**src/rtl/rsa_exp_ctrl_if.sv**
```systemverilog
// rtl/rsa_exp_ctrl_if.sv - handshake/strobe bundle between the RSA exponentiation sequencer and its datapath
//
// Purpose: groups the request, pre-processing, Montgomery-multiplier and status signals.
// master: the sequencer (drives strobes and status, receives start/key_e/pp_ready/mm_done).
// slave : the host/datapath side (drives start/key_e/pp_ready/mm_done, receives strobes).
interface rsa_exp_ctrl_if #(
  parameter int EXP_W = 256,
  parameter int IDX_W = 8
);
  logic             start;
  logic [EXP_W-1:0] key_e;
  logic             pp_ready;
  logic             mm_done;
  logic             pp_start;
  logic             t_load;
  logic             s_init;
  logic             mm_start;
  logic             mm_op;
  logic             s_we;
  logic             t_we;
  logic             busy;
  logic             done;
  logic [IDX_W-1:0] bit_idx;

  modport master (
    input  start, key_e, pp_ready, mm_done,
    output pp_start, t_load, s_init, mm_start, mm_op, s_we, t_we, busy, done, bit_idx
  );

  modport slave (
    output start, key_e, pp_ready, mm_done,
    input  pp_start, t_load, s_init, mm_start, mm_op, s_we, t_we, busy, done, bit_idx
  );
endinterface

```
**src/rtl/rsa_exp_ctrl.sv**
```systemverilog
// rtl/rsa_exp_ctrl.sv - LSB-first square-and-multiply sequencer for the RSA modexp datapath
//
// Purpose: kicks pre-processing (T = M*R mod N), then for each exponent bit i issues
// S <= MM(S,T) when E[i]=1 and T <= MM(T,T) except after the last bit. S starts at 1,
// so S ends as M^E mod N. Only control strobes leave this block.
// Ports:
//   clk    clock, rising edge
//   rst_n  synchronous active-low reset
//   bus    rsa_exp_ctrl_if.master: start/key_e/pp_ready/mm_done in;
//          pp_start/t_load/s_init/mm_start/mm_op/s_we/t_we/busy/done/bit_idx out
module rsa_exp_ctrl #(
  parameter int EXP_W = 256,
  parameter int IDX_W = 8
) (
  input  logic           clk,
  input  logic           rst_n,
  rsa_exp_ctrl_if.master bus
);

  typedef enum logic [3:0] {
    ST_IDLE,
    ST_PRE_START,
    ST_PRE_WAIT,
    ST_BIT,
    ST_MUL_START,
    ST_MUL_WAIT,
    ST_SQR_START,
    ST_SQR_WAIT,
    ST_DONE
  } state_t;

  state_t           state, state_nx;
  logic [EXP_W-1:0] e_reg, e_nx;
  logic [IDX_W-1:0] idx, idx_nx;
  logic             last_bit;
  logic             t_load, s_we, t_we;
  logic             pp_start_q, s_init_q, mm_start_q, mm_op_q, busy_q, done_q;

  assign last_bit = (idx == IDX_W'(EXP_W - 1));

  always_comb begin
    state_nx = state;
    e_nx     = e_reg;
    idx_nx   = idx;
    t_load   = 1'b0;
    s_we     = 1'b0;
    t_we     = 1'b0;
    case (state)
      ST_IDLE: begin
        if (bus.start) begin
          e_nx     = bus.key_e;
          idx_nx   = '0;
          state_nx = ST_PRE_START;
        end
      end
      ST_PRE_START: state_nx = ST_PRE_WAIT;
      ST_PRE_WAIT: begin
        if (bus.pp_ready) begin
          t_load   = 1'b1;
          state_nx = ST_BIT;
        end
      end
      ST_BIT: begin
        if (e_reg[0])      state_nx = ST_MUL_START;
        else if (last_bit) state_nx = ST_DONE;
        else               state_nx = ST_SQR_START;
      end
      ST_MUL_START: state_nx = ST_MUL_WAIT;
      ST_MUL_WAIT: begin
        if (bus.mm_done) begin
          s_we     = 1'b1;
          // The square after the top bit would be wasted work, so skip it.
          state_nx = last_bit ? ST_DONE : ST_SQR_START;
        end
      end
      ST_SQR_START: state_nx = ST_SQR_WAIT;
      ST_SQR_WAIT: begin
        if (bus.mm_done) begin
          t_we     = 1'b1;
          e_nx     = e_reg >> 1;
          idx_nx   = idx + IDX_W'(1);
          state_nx = ST_BIT;
        end
      end
      ST_DONE: state_nx = ST_IDLE;
      default: state_nx = ST_IDLE;
    endcase
  end

  // Strobes are registered from the next state so each one is high exactly
  // while the FSM sits in the matching state, with no combinational glitches.
  always_ff @(posedge clk) begin
    if (!rst_n) begin
      state      <= ST_IDLE;
      e_reg      <= '0;
      idx        <= '0;
      pp_start_q <= 1'b0;
      s_init_q   <= 1'b0;
      mm_start_q <= 1'b0;
      mm_op_q    <= 1'b0;
      busy_q     <= 1'b0;
      done_q     <= 1'b0;
    end else begin
      state      <= state_nx;
      e_reg      <= e_nx;
      idx        <= idx_nx;
      pp_start_q <= (state_nx == ST_PRE_START);
      s_init_q   <= (state_nx == ST_PRE_START);
      mm_start_q <= (state_nx == ST_MUL_START) || (state_nx == ST_SQR_START);
      mm_op_q    <= (state_nx == ST_SQR_START) || (state_nx == ST_SQR_WAIT);
      busy_q     <= (state_nx != ST_IDLE);
      done_q     <= (state_nx == ST_DONE);
    end
  end

  assign bus.pp_start = pp_start_q;
  assign bus.s_init   = s_init_q;
  assign bus.mm_start = mm_start_q;
  assign bus.mm_op    = mm_op_q;
  assign bus.busy     = busy_q;
  assign bus.done     = done_q;
  assign bus.t_load   = t_load;
  assign bus.s_we     = s_we;
  assign bus.t_we     = t_we;
  assign bus.bit_idx  = idx;

endmodule

```
**src/flat_wrapper.sv**
```systemverilog
// flat-port wrapper written by rule: the top's interface ports become plain ports
module rsa_exp_ctrl_flat 
#(
  parameter int EXP_W = 256,
  parameter int IDX_W = 8
)
  (clk, rst_n, bus_start, bus_key_e, bus_pp_ready, bus_mm_done, bus_pp_start, bus_t_load, bus_s_init, bus_mm_start, bus_mm_op, bus_s_we, bus_t_we, bus_busy, bus_done, bus_bit_idx);
  rsa_exp_ctrl_if #(.EXP_W(EXP_W), .IDX_W(IDX_W)) bus_i ();
  input  logic clk;
  input  logic rst_n;
  input wire logic [$bits(bus_i.start)-1:0] bus_start;
  input wire logic [$bits(bus_i.key_e)-1:0] bus_key_e;
  input wire logic [$bits(bus_i.pp_ready)-1:0] bus_pp_ready;
  input wire logic [$bits(bus_i.mm_done)-1:0] bus_mm_done;
  output wire logic [$bits(bus_i.pp_start)-1:0] bus_pp_start;
  output wire logic [$bits(bus_i.t_load)-1:0] bus_t_load;
  output wire logic [$bits(bus_i.s_init)-1:0] bus_s_init;
  output wire logic [$bits(bus_i.mm_start)-1:0] bus_mm_start;
  output wire logic [$bits(bus_i.mm_op)-1:0] bus_mm_op;
  output wire logic [$bits(bus_i.s_we)-1:0] bus_s_we;
  output wire logic [$bits(bus_i.t_we)-1:0] bus_t_we;
  output wire logic [$bits(bus_i.busy)-1:0] bus_busy;
  output wire logic [$bits(bus_i.done)-1:0] bus_done;
  output wire logic [$bits(bus_i.bit_idx)-1:0] bus_bit_idx;
  assign bus_i.start = bus_start;
  assign bus_i.key_e = bus_key_e;
  assign bus_i.pp_ready = bus_pp_ready;
  assign bus_i.mm_done = bus_mm_done;
  assign bus_pp_start = bus_i.pp_start;
  assign bus_t_load = bus_i.t_load;
  assign bus_s_init = bus_i.s_init;
  assign bus_mm_start = bus_i.mm_start;
  assign bus_mm_op = bus_i.mm_op;
  assign bus_s_we = bus_i.s_we;
  assign bus_t_we = bus_i.t_we;
  assign bus_busy = bus_i.busy;
  assign bus_done = bus_i.done;
  assign bus_bit_idx = bus_i.bit_idx;
  rsa_exp_ctrl #(.EXP_W(EXP_W), .IDX_W(IDX_W)) u_core (.clk(clk), .rst_n(rst_n), .bus(bus_i));
endmodule
```
**config.mk**
```make
export PLATFORM = sky130hd
export DESIGN_NAME = rsa_exp_ctrl_flat
export DESIGN_NICKNAME = d
export VERILOG_FILES = /design/src/rtl/rsa_exp_ctrl_if.sv /design/src/rtl/rsa_exp_ctrl.sv /design/src/flat_wrapper.sv
export SDC_FILE = /design/constraint.sdc
export NUM_CORES = 1
export LEC_CHECK = 0
export BUFFER_PORTS_ARGS = -buffer_cell sky130_fd_sc_hd__buf_2
export CORE_AREA = 2 2 220 222
export DETAILED_ROUTE_END_ITERATION = 16
export DIE_AREA = 0 0 222 224
export PLACE_DENSITY_LB_ADDON = 0.05
export SYNTH_ARGS = -nofsm -noshare
export SYNTH_HDL_FRONTEND = slang
export SYNTH_SLANG_ARGS = --single-unit
```
**constraint.sdc**
```tcl
create_clock -name clk -period 3.2 [get_ports clk]
set_clock_uncertainty 0.2 [all_clocks]
set_input_delay 0.16 -clock clk [delete_from_list [all_inputs] [get_ports clk]]
set_output_delay 0.16 -clock clk [all_outputs]
set_load 0.05 [all_outputs]
```
# Word level (Yosys, flattened, before mapping)
# Index checks and enable logic that the tools add are counted.
# word_totals
ff_bits,273
in_bits,261
output_inout_bits,17
word_cells,48
# classes
add_sub_neg,1
n_eq_ne,15
mux,18
reduce_logical,6
# op_table
cell,n
256-bit two-way mux,2
256-bit case mux with 2 select lines,1
4-bit case mux with 8 select lines,1
4-bit by 3-bit equality test with 1-bit output (second input constant),7
4-bit two-way mux,6
8-bit two-way mux,2
8-bit case mux with 2 select lines,1
8-bit by 1-bit adder with 8-bit output (second input constant),1
4-bit by 1-bit equality test with 1-bit output (second input constant),2
4-bit by 2-bit equality test with 1-bit output (second input constant),2
8-bit equality test (second input constant),1
1-bit two-way mux,5
4-bit equality test (second input constant),1
4-bit logical NOT,1
2-bit != test (second input constant),2
4-bit nonzero test,1
3-bit AND reduction,1
1-bit logical OR,2
2-bit nonzero test,1

# Longest topological paths before layout
# logic_depth
depth_word,6
depth_mapped,7
ltp_nobuf,5

# Worst setup path after synthesis
# OpenSTA, ideal clock, no wires.
# synth_timing
path_type,reg2reg
start,register u_core.state[0]
end,"register u_core.idx[0], in the netlist u_core.bus.bit_idx[0]"
setup_ps,86
t_arrival_ps,1835
required_time_ps,2914
path_slack_ps,1079
stages_incl_launch_ff,8
n_path_buf,3
period_less_slack_ps,2121
cell_sequence,dfxtp_1 > buf_2 > and4b_1 > clkbuf_1 > clkbuf_1 > and2_1 > nor2_1 > a211oi_1
# synth_between
elab_chain_len,3
word_cells_on_any_way,7
cone_classes,eq/ne: 3; mux: 1; reduce/logical: 3
# synth_lines
item,line_no,rtl
"start, declared",rsa_exp_ctrl.sv:32,"state_t state, state_nx;"
"start signal, assigned",rsa_exp_ctrl.sv:104,state <= state_nx;
4-bit by 3-bit equality test with 1-bit output / 4-bit logical NOT (equally long branches),rsa_exp_ctrl.sv:48,case (state)
2-bit != test (no source line) / 2-bit nonzero test (equally long branches),--,
3-bit AND reduction (no source line),--,
"end signal, assigned",rsa_exp_ctrl.sv:106,idx <= idx_nx;
"end, declared",rsa_exp_ctrl.sv:34,"logic [IDX_W-1:0] idx, idx_nx;"
# Parallel ways exist; a longest one is shown, timed or not.
# A chain may end at the register's enable or synchronous reset.

# Final worst setup path
# layout_timing
start,register u_core.state[1]
end,register u_core.e_reg[196]
# layout_between
elab_chain_len,3
word_cells_on_any_way,7
cone_classes,eq/ne: 3; mux: 1; reduce/logical: 3
# layout_lines
item,line_no,rtl
4-bit by 3-bit equality test with 1-bit output / 4-bit logical NOT (equally long branches),rsa_exp_ctrl.sv:48,
2-bit != test (no source line) / 2-bit nonzero test (equally long branches),--,
3-bit AND reduction (no source line),--,
"end signal, assigned",rsa_exp_ctrl.sv:105,e_reg <= e_nx;
"end, declared",rsa_exp_ctrl.sv:33,"logic [EXP_W-1:0] e_reg, e_nx;"
# Parallel ways exist; a longest one is shown, timed or not.

==> flow_summary.toml <==
[worst_setup_path]
cp_num_buf_inv = 2
arrival_ps = 2930
worst-path-max-fanout = 59
slowest_stage = "or4b_1"
cp.required_ps = 3430
path_delay_family = "simple AND/OR/NAND/NOR gates"
endpoint_kind = "flop"
reg2reg_slack_ps = 500
cpPeakStageDelay_ps = 670
startpoint_type = "flop"
critical_path.cell_chain = "or4b_1, a21oi_4, buf_12, buf_4, nor2_1, a311oi_1"
critical_path_class = "reg -> reg"

[die]
initial_core_util = 0.247
rows = 80
ioPinCount = 278
die_h_um = 224
dieArea_um2 = 49700
core_area_um2 = 47300
dieWidth_um = 222

[cts]
clock-root-buffer = "clkbuf_16"
path_clk_slew_ps = 60
clock-sinks = 273
cts_buffers = 36
cts_buffer_depth = 3
cts_tree = "yes"
clock_latency_ps = 530
h-tree-depth = 2

[layout]
ff_latch_area_um2 = 5470
multi_input_area_um2 = 5610
nFillCells = 4995
final_nets = 2244
largest_reg_flops = 256
drive_above_1_share = 0.180
area_delta_synth_final_pct = 48.4

[placement]
dp_hpwl_mm = 24.1
io_buffers = 277
place.gp.congestion = 0.739

[global_route]
antenna_found_initial = 4
grt_pass1_vias = 12100
track_usage = 0.155
grt_pass1_wl_mm = 63.4
grt_max_degree = 100
grt_overflow_total = 0

[synth]
synth_top_area_frac = 0.467
synth_commonest_cells = "nand2_1, dfxtp_1, nor2_1, a311oi_1, clkbuf_1"
synthArstFlopShare = 0
ys_top_cells_by_area = "dfxtp_1, a311oi_1, nand2_1"
syn_avg_cell_area_um2 = 7.69
syn_inst = 1522
yosysTopAreaCell = "dfxtp_1"
ys_warn_count = 0
synthFlopType = "dfxtp_1"
synth_most_common_cell = "nand2_1"
yosysSeqAreaShare = 0.467
synthesis.nets = 1784
synth_edf_count = 0
synth.distinct_cells = 42
syn-cell-area_um2 = 11700
synth_seq_cells = 273

[drt]
drc_errors = 0
wl_met3_mm = 1.60
wl_mm = 39.6
drt_iter0_drc = 656
post_drt_wl_per_cell_um = 15.1
vias_per_cell = 4.65
top_layer_used = "met4"
dr.pass1.iters = 5
wl_met1_mm = 19.0
wl_met2_mm = 18.1
ant_nets = 0
num_vias = 12200

[status]
status = "completed"

[run]
max_cap_viol_count = 0

[sta]
worstMarginPinSlew_ps = 654
hold_violations = 0
grt_setup_unrepaired = "false"
fin_crit_sh = 0.843
setup_viol = 0
fin_crit_ps = 2700
fin_setup_tns_ps = 0
relSlewSlack = 0.564
slew_viol_final = 0
fmax_mhz = 371

[pwr]
switchingPower_mw = 3.09
cellPowerDensity_nw_per_um2 = 603
p_comb_frac = 0.217
swShare = 0.295
p_total_mw = 10.5
leakagePower_nw = 7.05
clkPwrFrac = 0.362
pwr-share-seq = 0.421
p_int_mw = 7.39
vdd_drop_max_mv = 0.249

[hold_path]
hold_path.class = "in -> reg"
[kinds of logic (layout without fill, tap and decap cells)]
kind of cell / count (synthesis) / after routing / synth area share
multiplexers: 1 / 1 / 0.000855
adder cells (fa/ha/maj): 1 / 1 / 0.00107
buffers and inverters: 154 / 633 / 0.0547
AO/OA/AOI/OAI: 281 / 281 / 0.207
other: 0 / 4 / 0
flip-flops: 273 / 273 / 0.467
AND/OR/NAND/NOR: 807 / 807 / 0.266
XOR/XNOR: 5 / 5 / 0.00374
[worst register-to-register path, cell delays in order, from the launching register on]
cell and delay [ps]:
dfxtp_1 450, or4b_1 670, a21oi_4 220, buf_12 280, buf_4 460, nor2_1 90
a311oi_1 250
[area by class of cell]
type	count	area share
tap	615	0.0443
clock buffer	51	0.0586
clock inverter	6	0.00317
sequential	273	0.314
multi-input combinational	1095	0.323
antenna	4	0.000576
timing repair buffer	569	0.254
inverter	7	0.00194
[timing repair]
action,CTS,global route
resized for setup,0,0
setup buffers,0,0
hold buffers,261,0
endpoints found under the hold margin,273,0
[final timing paths]
path / cells after the start / startpoint / endpoint
max: 6 / u_core.state[1]$_SDFF_PN0_ / u_core.e_reg[196]$_SDFFE_PN0P_
min: 5 / bus_start / u_core.bus.bit_idx[2]$_SDFFE_PN0P_
max reg2reg: 6 / u_core.state[1]$_SDFF_PN0_ / u_core.e_reg[196]$_SDFFE_PN0P_
min reg2reg: 2 / u_core.e_reg[45]$_SDFFE_PN0P_ / u_core.e_reg[44]$_SDFFE_PN0P_
[cells in the final DEF, fill, tap and decap left out, types with 3 or more instances in the layout]
cell type,instances
a2111oi_0,4
dfxtp_1,273
buf_12,15
clkbuf_1,10
a311oi_1,255
xnor2_1,5
clkbuf_8,4
clkinv_2,5
and2_1,4
nor3_1,3
nand2b_1,3
diode_2,4
a21oi_1,6
buf_2,277
inv_1,6
clkbuf_16,37
dlygate4sd3_1,261
nor2_1,265
nand2_1,514
buf_4,16
[stage by stage]
stage / setup WS, ps / hold WS (ps) / util / instances / cell area, µm²
finish: 504 / 60.9 / 0.367 / 2620 / 17400
global route: 305 / 97.8 / 0.367 / 2620 / 17400
CTS: 506 / 41.6 / 0.367 / 2616 / 17400
detailed placement: 521 / 232 / 0.289 / 2298 / 13700
global placement: 568 / 230 / 0.289 / 2298 / 13700
floorplan: 1080 / 81.7 / - / 1522 / 11700
[power by group through the flow]
stage / Sequential (mW) / Clock (mW) / Combinational, mW
2_1_floorplan: 4.42 / 0 / 1.51
3_3_place_gp: 4.47 / 0 / 2.00
3_5_place_dp: 4.48 / 0 / 2.04
4_1_cts: 4.41 / 3.97 / 2.30
5_1_grt: 4.50 / 4.08 / 2.59
6_report: 4.41 / 3.80 / 2.28
[per-layer routing]
metal / track usage / up-vias
li1: - / 6227
met1: 0.205 / 5653
met2: 0.255 / 238
met3: 0.0294 / 61
met4: 0.0519 / 0
met5: 0 / -
(Power assumes the default switching activity.)
